File: config.mk
export PLATFORM = sky130hd
export DESIGN_NAME = mmio_write_capture
export DESIGN_NICKNAME = d
export VERILOG_FILES = /design/src/rtl/mmio_write_capture_pkg.sv /design/src/rtl/mmio_write_capture_sync_fifo.sv /design/src/rtl/mmio_write_capture.sv
export SDC_FILE = /design/constraint.sdc
export NUM_CORES = 1
export LEC_CHECK = 0
export ABC_CLOCK_PERIOD_IN_PS = 6800
export BUFFER_PORTS_ARGS = -buffer_cell sky130_fd_sc_hd__buf_2
export CELL_PAD_IN_SITES_DETAIL_PLACEMENT = 1
export CELL_PAD_IN_SITES_GLOBAL_PLACEMENT = 1
export CORE_ASPECT_RATIO = 0.75
export CORE_MARGIN = 10
export CORE_UTILIZATION = 51
export DETAILED_ROUTE_END_ITERATION = 8
export MAX_ROUTING_LAYER = met4
export PLACE_DENSITY_LB_ADDON = 0.05
export SETUP_SLACK_MARGIN = 0.2
export SLEW_MARGIN = 30
export SYNTH_ARGS = -nofsm -noshare
export SYNTH_HDL_FRONTEND = slang
export SYNTH_SLANG_ARGS = --single-unit
File: constraint.sdc
create_clock -name clk -period 6.8 [get_ports clk]
set_input_delay 0.68 -clock clk [delete_from_list [all_inputs] [get_ports clk]]
set_output_delay 0.68 -clock clk [all_outputs]
set_load 0.01 [all_outputs]
File: src/rtl/mmio_write_capture_pkg.sv
// mmio_write_capture_pkg
// Shared definitions for the MMIO write monitor: default bus widths,
// drop-counter width and its saturating increment helper.
package mmio_write_capture_pkg;

    localparam int DEF_ADDR_W = 30;
    localparam int DEF_DATA_W = 32;
    localparam int DROP_W     = 16;

    localparam logic [DROP_W-1:0] DROP_MAX = '1;

    function automatic logic [DROP_W-1:0] drop_inc(input logic [DROP_W-1:0] cur);
        return (cur == DROP_MAX) ? cur : cur + 1'b1;
    endfunction

endpackage

File: src/rtl/mmio_write_capture_sync_fifo.sv
// sync_fifo
// First-word fall-through synchronous FIFO used to hold captured records.
// Ports:
//   clk, rst_n     : clock, asynchronous active-low reset
//   clear          : synchronous flush; beats push and pop
//   push, din      : write request and data (accepted when not full, or when
//                    a pop happens in the same cycle)
//   pop            : read request (ignored when empty)
//   dout           : head entry, valid while empty = 0
//   full, empty    : occupancy flags
//   count          : entries held
module sync_fifo #(
    parameter  int WIDTH = 8,
    parameter  int DEPTH = 16,
    localparam int PTR_W = $clog2(DEPTH),
    localparam int CNT_W = PTR_W + 1
) (
    input  logic             clk,
    input  logic             rst_n,
    input  logic             clear,
    input  logic             push,
    input  logic             pop,
    input  logic [WIDTH-1:0] din,
    output logic [WIDTH-1:0] dout,
    output logic             full,
    output logic             empty,
    output logic [CNT_W-1:0] count
);

    logic [WIDTH-1:0] mem [DEPTH];
    logic [PTR_W-1:0] wr_ptr;
    logic [PTR_W-1:0] rd_ptr;
    logic             pop_ok;
    logic             push_ok;

    assign full    = (count == CNT_W'(DEPTH));
    assign empty   = (count == '0);
    assign pop_ok  = pop && !empty;
    // When full, the slot freed by a same-cycle pop is the one being written.
    assign push_ok = push && (!full || pop_ok);
    assign dout    = mem[rd_ptr];

    always_ff @(posedge clk) begin
        if (push_ok && !clear) begin
            mem[wr_ptr] <= din;
        end
    end

    always_ff @(posedge clk or negedge rst_n) begin
        if (!rst_n) begin
            wr_ptr <= '0;
            rd_ptr <= '0;
            count  <= '0;
        end else if (clear) begin
            wr_ptr <= '0;
            rd_ptr <= '0;
            count  <= '0;
        end else begin
            if (push_ok) begin
                wr_ptr <= wr_ptr + 1'b1;
            end
            if (pop_ok) begin
                rd_ptr <= rd_ptr + 1'b1;
            end
            case ({push_ok, pop_ok})
                2'b10:   count <= count + 1'b1;
                2'b01:   count <= count - 1'b1;
                default: count <= count;
            endcase
        end
    end

endmodule

File: src/rtl/mmio_write_capture.sv
// mmio_write_capture
// Taps the CPU MMIO write port and records qualifying writes, with a
// timestamp and a "writes were lost before this one" flag, into a FIFO
// drained by a valid/ready reader.
// Ports:
//   clk, rst_n                 : clock, asynchronous active-low reset
//   i_mmio_addr/data/mask/wren : tapped write port (word address)
//   i_en                       : capture enable
//   i_clear                    : synchronous flush of FIFO, drops and gap flag
//   o_rec_valid, i_rec_ready   : head record handshake
//   o_rec_addr/data/mask/ts/gap: head record fields
//   o_count                    : entries held
//   o_drops                    : saturating count of writes lost to a full FIFO
module mmio_write_capture
    import mmio_write_capture_pkg::*;
#(
    parameter  int                ADDR_W = DEF_ADDR_W,
    parameter  int                DATA_W = DEF_DATA_W,
    parameter  int                DEPTH  = 16,
    parameter  int                TS_W   = 16,
    parameter  logic [ADDR_W-1:0] WIN_LO = '0,
    parameter  logic [ADDR_W-1:0] WIN_HI = '1,
    localparam int                MASK_W = DATA_W / 8,
    localparam int                CNT_W  = $clog2(DEPTH) + 1
) (
    input  logic              clk,
    input  logic              rst_n,
    input  logic [ADDR_W-1:0] i_mmio_addr,
    input  logic [DATA_W-1:0] i_mmio_data,
    input  logic [MASK_W-1:0] i_mmio_mask,
    input  logic              i_mmio_wren,
    input  logic              i_en,
    input  logic              i_clear,
    output logic              o_rec_valid,
    input  logic              i_rec_ready,
    output logic [ADDR_W-1:0] o_rec_addr,
    output logic [DATA_W-1:0] o_rec_data,
    output logic [MASK_W-1:0] o_rec_mask,
    output logic [TS_W-1:0]   o_rec_ts,
    output logic              o_rec_gap,
    output logic [CNT_W-1:0]  o_count,
    output logic [DROP_W-1:0] o_drops
);

    localparam int REC_W = 1 + TS_W + MASK_W + ADDR_W + DATA_W;

    logic [TS_W-1:0]   ts_q;
    logic              gap_q;
    logic [DROP_W-1:0] drops_q;
    logic [REC_W-1:0]  rec_in;
    logic [REC_W-1:0]  fifo_dout;
    logic [REC_W-1:0]  hold_q;
    logic [REC_W-1:0]  rec_out;
    logic              fifo_full;
    logic              fifo_empty;
    logic              lo_ok;
    logic              hi_ok;
    logic              qual;
    logic              pop_act;
    logic              drop;
    logic              store;

    // Open-ended window edges skip the compare, which would be constant.
    if (WIN_LO == '0) begin : g_lo_open
        assign lo_ok = 1'b1;
    end else begin : g_lo
        assign lo_ok = (i_mmio_addr >= WIN_LO);
    end

    if (WIN_HI == '1) begin : g_hi_open
        assign hi_ok = 1'b1;
    end else begin : g_hi
        assign hi_ok = (i_mmio_addr <= WIN_HI);
    end

    assign qual    = i_mmio_wren && i_en && (i_mmio_mask != '0) && lo_ok && hi_ok;
    assign pop_act = i_rec_ready && !fifo_empty;
    assign drop    = qual && !i_clear && fifo_full && !pop_act;
    assign store   = qual && !i_clear && !drop;

    assign rec_in = {gap_q, ts_q, i_mmio_mask, i_mmio_addr, i_mmio_data};

    sync_fifo #(
        .WIDTH (REC_W),
        .DEPTH (DEPTH)
    ) u_fifo (
        .clk   (clk),
        .rst_n (rst_n),
        .clear (i_clear),
        .push  (qual),
        .pop   (i_rec_ready),
        .din   (rec_in),
        .dout  (fifo_dout),
        .full  (fifo_full),
        .empty (fifo_empty),
        .count (o_count)
    );

    // The FIFO head slot may hold stale data once emptied; show the last
    // presented record instead so idle outputs stay put.
    assign rec_out     = fifo_empty ? hold_q : fifo_dout;
    assign o_rec_valid = !fifo_empty;
    assign {o_rec_gap, o_rec_ts, o_rec_mask, o_rec_addr, o_rec_data} = rec_out;
    assign o_drops     = drops_q;

    always_ff @(posedge clk or negedge rst_n) begin
        if (!rst_n) begin
            ts_q    <= '0;
            gap_q   <= 1'b0;
            drops_q <= '0;
            hold_q  <= '0;
        end else begin
            ts_q <= ts_q + 1'b1;
            if (!fifo_empty) begin
                hold_q <= fifo_dout;
            end
            if (i_clear) begin
                gap_q   <= 1'b0;
                drops_q <= '0;
            end else if (drop) begin
                gap_q   <= 1'b1;
                drops_q <= drop_inc(drops_q);
            end else if (store) begin
                gap_q   <= 1'b0;
            end
        end
    end

endmodule

Word level (Yosys, flattened, before mapping)
Memory sizes are Yosys's and may differ from the RTL's.
Index checks and enable logic that the tools add are counted.
{ "word_totals": {"regBits": 129, "ram_bits": 1328, "in_bits": 72, "output_inout_bits": 105, "elab_cells": 57, "memories": 1} }
{ "memory_table": {"columns": ["name", "words", "width", "read_ports", "rd_clocked_by_memory_dff", "write_ports", "line_no", "text"], "rows": [
  ["u_fifo.mem", 16, 83, 1, 0, 1, "mmio_write_capture_sync_fifo.sv:30", "logic [WIDTH-1:0] mem [DEPTH];"]
]} }
{ "classes": {"add_sub_neg": 6, "n_eq_ne": 5, "muxes": 15, "reduce_logical": 23} }
{ "ops": {"columns": ["cell", "n"], "rows": [
  ["$mux W83", 1],
  ["$mux W16", 3],
  ["$add A16 B1 Y16 const B", 2],
  ["$eq A16 B16 Y1 const B", 1],
  ["$mux W4", 4],
  ["$pmux W5 S2", 1],
  ["$logic_and A1 B1 Y1", 9],
  ["$add A4 B1 Y4 const B", 2],
  ["$reduce_bool A2 Y1", 3],
  ["$reduce_bool A3 Y1", 2],
  ["$add A5 B1 Y5 const B", 1],
  ["$eq A5 B5 Y1 const B", 1],
  ["$logic_not A1 Y1", 5],
  ["$logic_not A5 Y1", 1],
  ["$mux W1", 5],
  ["$mux W5", 1],
  ["$sub A5 B1 Y5 const B", 1],
  ["$reduce_bool A4 Y1", 1],
  ["$eq A2 B1 Y1 const B", 1],
  ["$eq A2 B2 Y1 const B", 1],
  ["$ne A2 B2 Y1 const B", 1],
  ["$reduce_and A2 Y1", 1],
  ["$logic_or A1 B1 Y1", 1]
]} }

Longest topological paths before layout
{ "logic_depth": {"ltp_word": 10, "depth_mapped": 13, "ltp_nobuf": 11} }

Cells and area by module
A second synthesis with hierarchy kept.
{ "hier_totals": {"hier_cells": 2281, "area_unflattened_um2": 55323.1} }
{ "modules_own_cells": {"columns": ["mod", "n_inst", "cells_each", "area_per_inst_um2", "seq_area_each_um2"], "rows": [
  ["sync_fifo", 1, 1949, 50668.6, 40203.6],
  ["mmio_write_capture", 1, 332, 4654.5, 2902.8]
]} }

Worst setup path before layout
Ideal clock, no wire load.
{ "synth_path": {"path_type": "input port to flip-flop", "from": "input port i_rec_ready", "to": "memory u_fifo.mem[12][0] (netlist name) (enable)", "setup_ns": 0.525, "arrival_ns": 5.238, "t_required_ns": 6.275, "path_slack_ns": 1.037, "stages": 6, "path_buffers": 2, "path_cell_list": "clkbuf_1 > nor2b_1 > a211oi_1 > clkbuf_1 > nand2_1 > nor2_1"} }
{ "synth_between": {"elab_chain_cells": 6} }
{ "synth_rtl": {"columns": ["element", "line_no", "text"], "rows": [
  ["start: declaration", "mmio_write_capture.sv:35", "input logic i_rec_ready,"],
  ["$logic_and A1 B1 Y1", "mmio_write_capture_sync_fifo.sv:38", "assign pop_ok = pop && !empty;"],
  ["$logic_or A1 B1 Y1", "mmio_write_capture_sync_fifo.sv:40", "assign push_ok = push && (!full || pop_ok);"],
  ["$logic_and A1 B1 Y1", "mmio_write_capture_sync_fifo.sv:40", null],
  ["$logic_and A1 B1 Y1", "mmio_write_capture_sync_fifo.sv:44", "if (push_ok && !clear) begin"],
  ["$mux W1", "mmio_write_capture_sync_fifo.sv:44", null],
  ["$mux W1 (implied by the code)", "mmio_write_capture_sync_fifo.sv:45", "mem[wr_ptr] <= din;"],
  ["end: declaration", "mmio_write_capture_sync_fifo.sv:30", null]
]} }
Every way passes these cells.

Worst setup path after layout
{ "layout_path": {"from": "register u_fifo.count[1]", "to": "output port o_rec_data[3]"} }
{ "layout_between": {"elab_chain_cells": 2} }
{ "layout_rtl": {"columns": ["element", "line_no", "text"], "rows": [
  ["start: declaration", "mmio_write_capture_sync_fifo.sv:27", "output logic [CNT_W-1:0] count"],
  ["start signal: assignment", "mmio_write_capture_sync_fifo.sv:66", "2'b10: count <= count + 1'b1;"],
  ["start signal: assignment", "mmio_write_capture_sync_fifo.sv:67", "2'b01: count <= count - 1'b1;"],
  ["start signal: assignment", "mmio_write_capture_sync_fifo.sv:68", "default: count <= count;"],
  ["$logic_not A5 Y1", "mmio_write_capture_sync_fifo.sv:37", "assign empty = (count == '0);"],
  ["$mux W83", "mmio_write_capture.sv:101", "assign rec_out = fifo_empty ? hold_q : fifo_dout;"],
  ["end: declaration", "mmio_write_capture.sv:37", "output logic [DATA_W-1:0] o_rec_data,"]
]} }
Every way passes these cells.

==> flow_summary.ini <==
[run_status]
status = finished clean

[grt]
grt-ovfl-total = 0
antenna_found_initial = 8
grt_pass1_wl_mm = 196
first_global_vias = 28129
grt_max_degree = 141
grt_usage = 0.227

[run]
cap_violations = 0

[setup_path]
critPathKind = flop to output pin
arrival_ns = 4.46
start_kind = flop
crit_path_max_fanout = 71
cp-end-kind = output pin
crit_required_ns = 6.12

[floorplan]
core_area_mm2 = 0.107
ioPinCount = 177
die_w_um = 399
die_area_mm2 = 0.121
fp-row-count = 104
start_util = 0.513
die_y_um = 304

[hold_path]
hold_path_class = input pin to flop

[synth]
synthArstFlopShare = 0.0885
synth.most_common_cell = edfxtp_1
synth.area.top_cells = edfxtp_1 (73%), mux4_2 (14%), dfrtp_1 (5.9%), o22ai_1 (1.9%), mux2_2 (1.7%)
syn_nets = 2551
synth_enable_flop_cells = 1328
ys_ff_latch = 1457
synth_flop_cell = edfxtp_1
syn_inst = 2468
avgSynthCellArea_um2 = 22.2
synth_top_area_frac = 0.726
synth_common_cells = edfxtp_1 (1328), mux4_2 (332), o22ai_1 (166)
ys_types = 47
yosys.area.top_type = edfxtp_1
yosys_warnings = 0
synth-seq-area-share = 0.785
syn_area_mm2 = 0.0549

[layout]
ff_latch_area_mm2 = 0.0431
multi_input_area_mm2 = 0.0113
fin_nets = 2786
layout.cells.non_filler = 4242
fillCellCount = 8874
layout-drive-gt1-share = 0.304
area_delta_synth_final_pct = 13.2

[placement]
post-place-cells = 3988
gp_congestion = 0.738
dp_hpwl_mm = 68.7
portBuffers = 176

[timing]
period_minus_slack_ns = 5.14
slew_headroom = 0.332
fin_tns_setup_ns = 0
finalSetupViolCount = 0
fin_skew_ns = 0.0200
drv_slew = 0
hold_viol = 0
period_share = 0.756
fmax_mhz = 195
rsz0062_at_grt = false
tightest_slew_ns = 1.00

[routing]
final_antenna_net_count = 0
vias_per_cell = 6.14
routed_wl_mm = 133
dr.pass1.iters = 5
vias = 26063
drc = 0
wl_per_cell_um = 31.4
dr.first_iter.drc_count = 2236

[cts]
numCtsBuffers = 142
cts_resized = 0
clock_path_buffers = 3
clock_latency_ns = 0.75
cts_hold_buf = 1
cts_tree = done
cts-htree-levels = 4
path_clk_slew_ns = 0.06
clkSinkCount = 1457
post_cts_buffers = 0
clk_root_buffer_cell = clkbuf_16

[pwr]
max-vdd-ir-drop_mv = 0.319
power_mw = 21.4
leakage_nw = 19.5
power_density_mw_per_mm2 = 345
[placed cells by master, fill, tap and decap left out, types with 14 or more instances in the layout]
cell,synthesis,routed
nand3_1,17,17
a21oi_1,95,95
dfrtp_1,129,126
xor2_1,16,16
buf_2,45,175
clkinv_1,0,21
edfxtp_1,1328,1328
nand2_1,16,15
xnor2_1,15,15
nor2_1,41,29
clkinv_2,0,22
clkbuf_1,81,42
mux4_2,332,332
buf_4,1,30
clkbuf_16,0,145
o22ai_1,166,166
mux2_2,83,83
buf_12,0,14
[path summary, 6_finish.rpt]
| path | slack [ns] | cells after the start | to | startpoint |
|---|---|---|---|---|
| worst min-delay path | 0.30 | 3 | u_fifo.rd_ptr[1] | i_rec_ready |
| worst max register to register | 2.87 | 12 | u_fifo.count[4] | u_fifo.count[1] |
| min in group asynchronous | 0.41 | 2 | hold_q[42] | rst_n |
| max in group asynchronous | 5.15 | 3 | ts_q[15] | rst_n |
| worst min register to register | 0.59 | 2 | o_drops[7] | o_drops[7] |
| worst max-delay path | 1.66 | 8 | o_rec_data[3] | u_fifo.count[1] |
[through the flow]
step | util | worst slack, ns | area [µm²] | hold WS, ns
finish | 0.580 | 1.66 | 62200 | 0.300
global route | 0.580 | 1.42 | 62200 | 0.298
CTS | 0.580 | 1.58 | 62100 | 0.244
detailed placement | 0.540 | 2.40 | 57800 | 0.580
global placement | 0.538 | 2.47 | 57600 | 0.544
floorplan | - | 1.04 | 54900 | 0.384
[critical path, stage by stage (launching register included)]
cell	delay [ns]
dfrtp_1	0.43
or4_1	0.68
nor2_1	0.35
inv_6	0.26
nand2_4	0.82
buf_4	0.56
o22ai_1	0.19
a21oi_1	0.20
buf_2	0.17
[power by group]
group          internal (mW)  switching, mW  leakage (nW)
Sequential              10.1          0.150          13.6
Combinational           1.45           2.36          3.87
Clock                   4.21           3.20          2.10
[layout make-up]
class,instances,share of cell area
timing repair buffer,230,0.0260
sequential,1457,0.694
antenna,6,0.000242
clock inverter,51,0.00620
tap,1431,0.0288
clock buffer,195,0.0627
multi-input combinational,863,0.182
inverter,9,0.000624
[cell families after synthesis]
group	share of synthesized area
AO/OA/AOI/OAI	0.0307
XOR/XNOR	0.00495
adder cells (fa/ha/maj)	0.00264
buffers and inverters	0.0114
flip-flops	0.785
multiplexers	0.154
AND/OR/NAND/NOR	0.0111
[flip-flops by register name, indices dropped and copies added, names as in the netlist]
signal / cells
u_fifo.rd_ptr: 4
o_drops: 16
hold_q: 83
u_fifo.mem: 1328
ts_q: 16
gap_q: 1
u_fifo.count: 5
u_fifo.wr_ptr: 4
[routing by layer]
metal	routed length, µm	part of all wire	track usage
met1	57300	0.43	0.313
met3	7260	0.055	0.0362
met4	3030	0.023	0.0665
met5	0	0	-
met2	65500	0.49	0.353
Note: power is estimated with default switching activity, not from simulation.
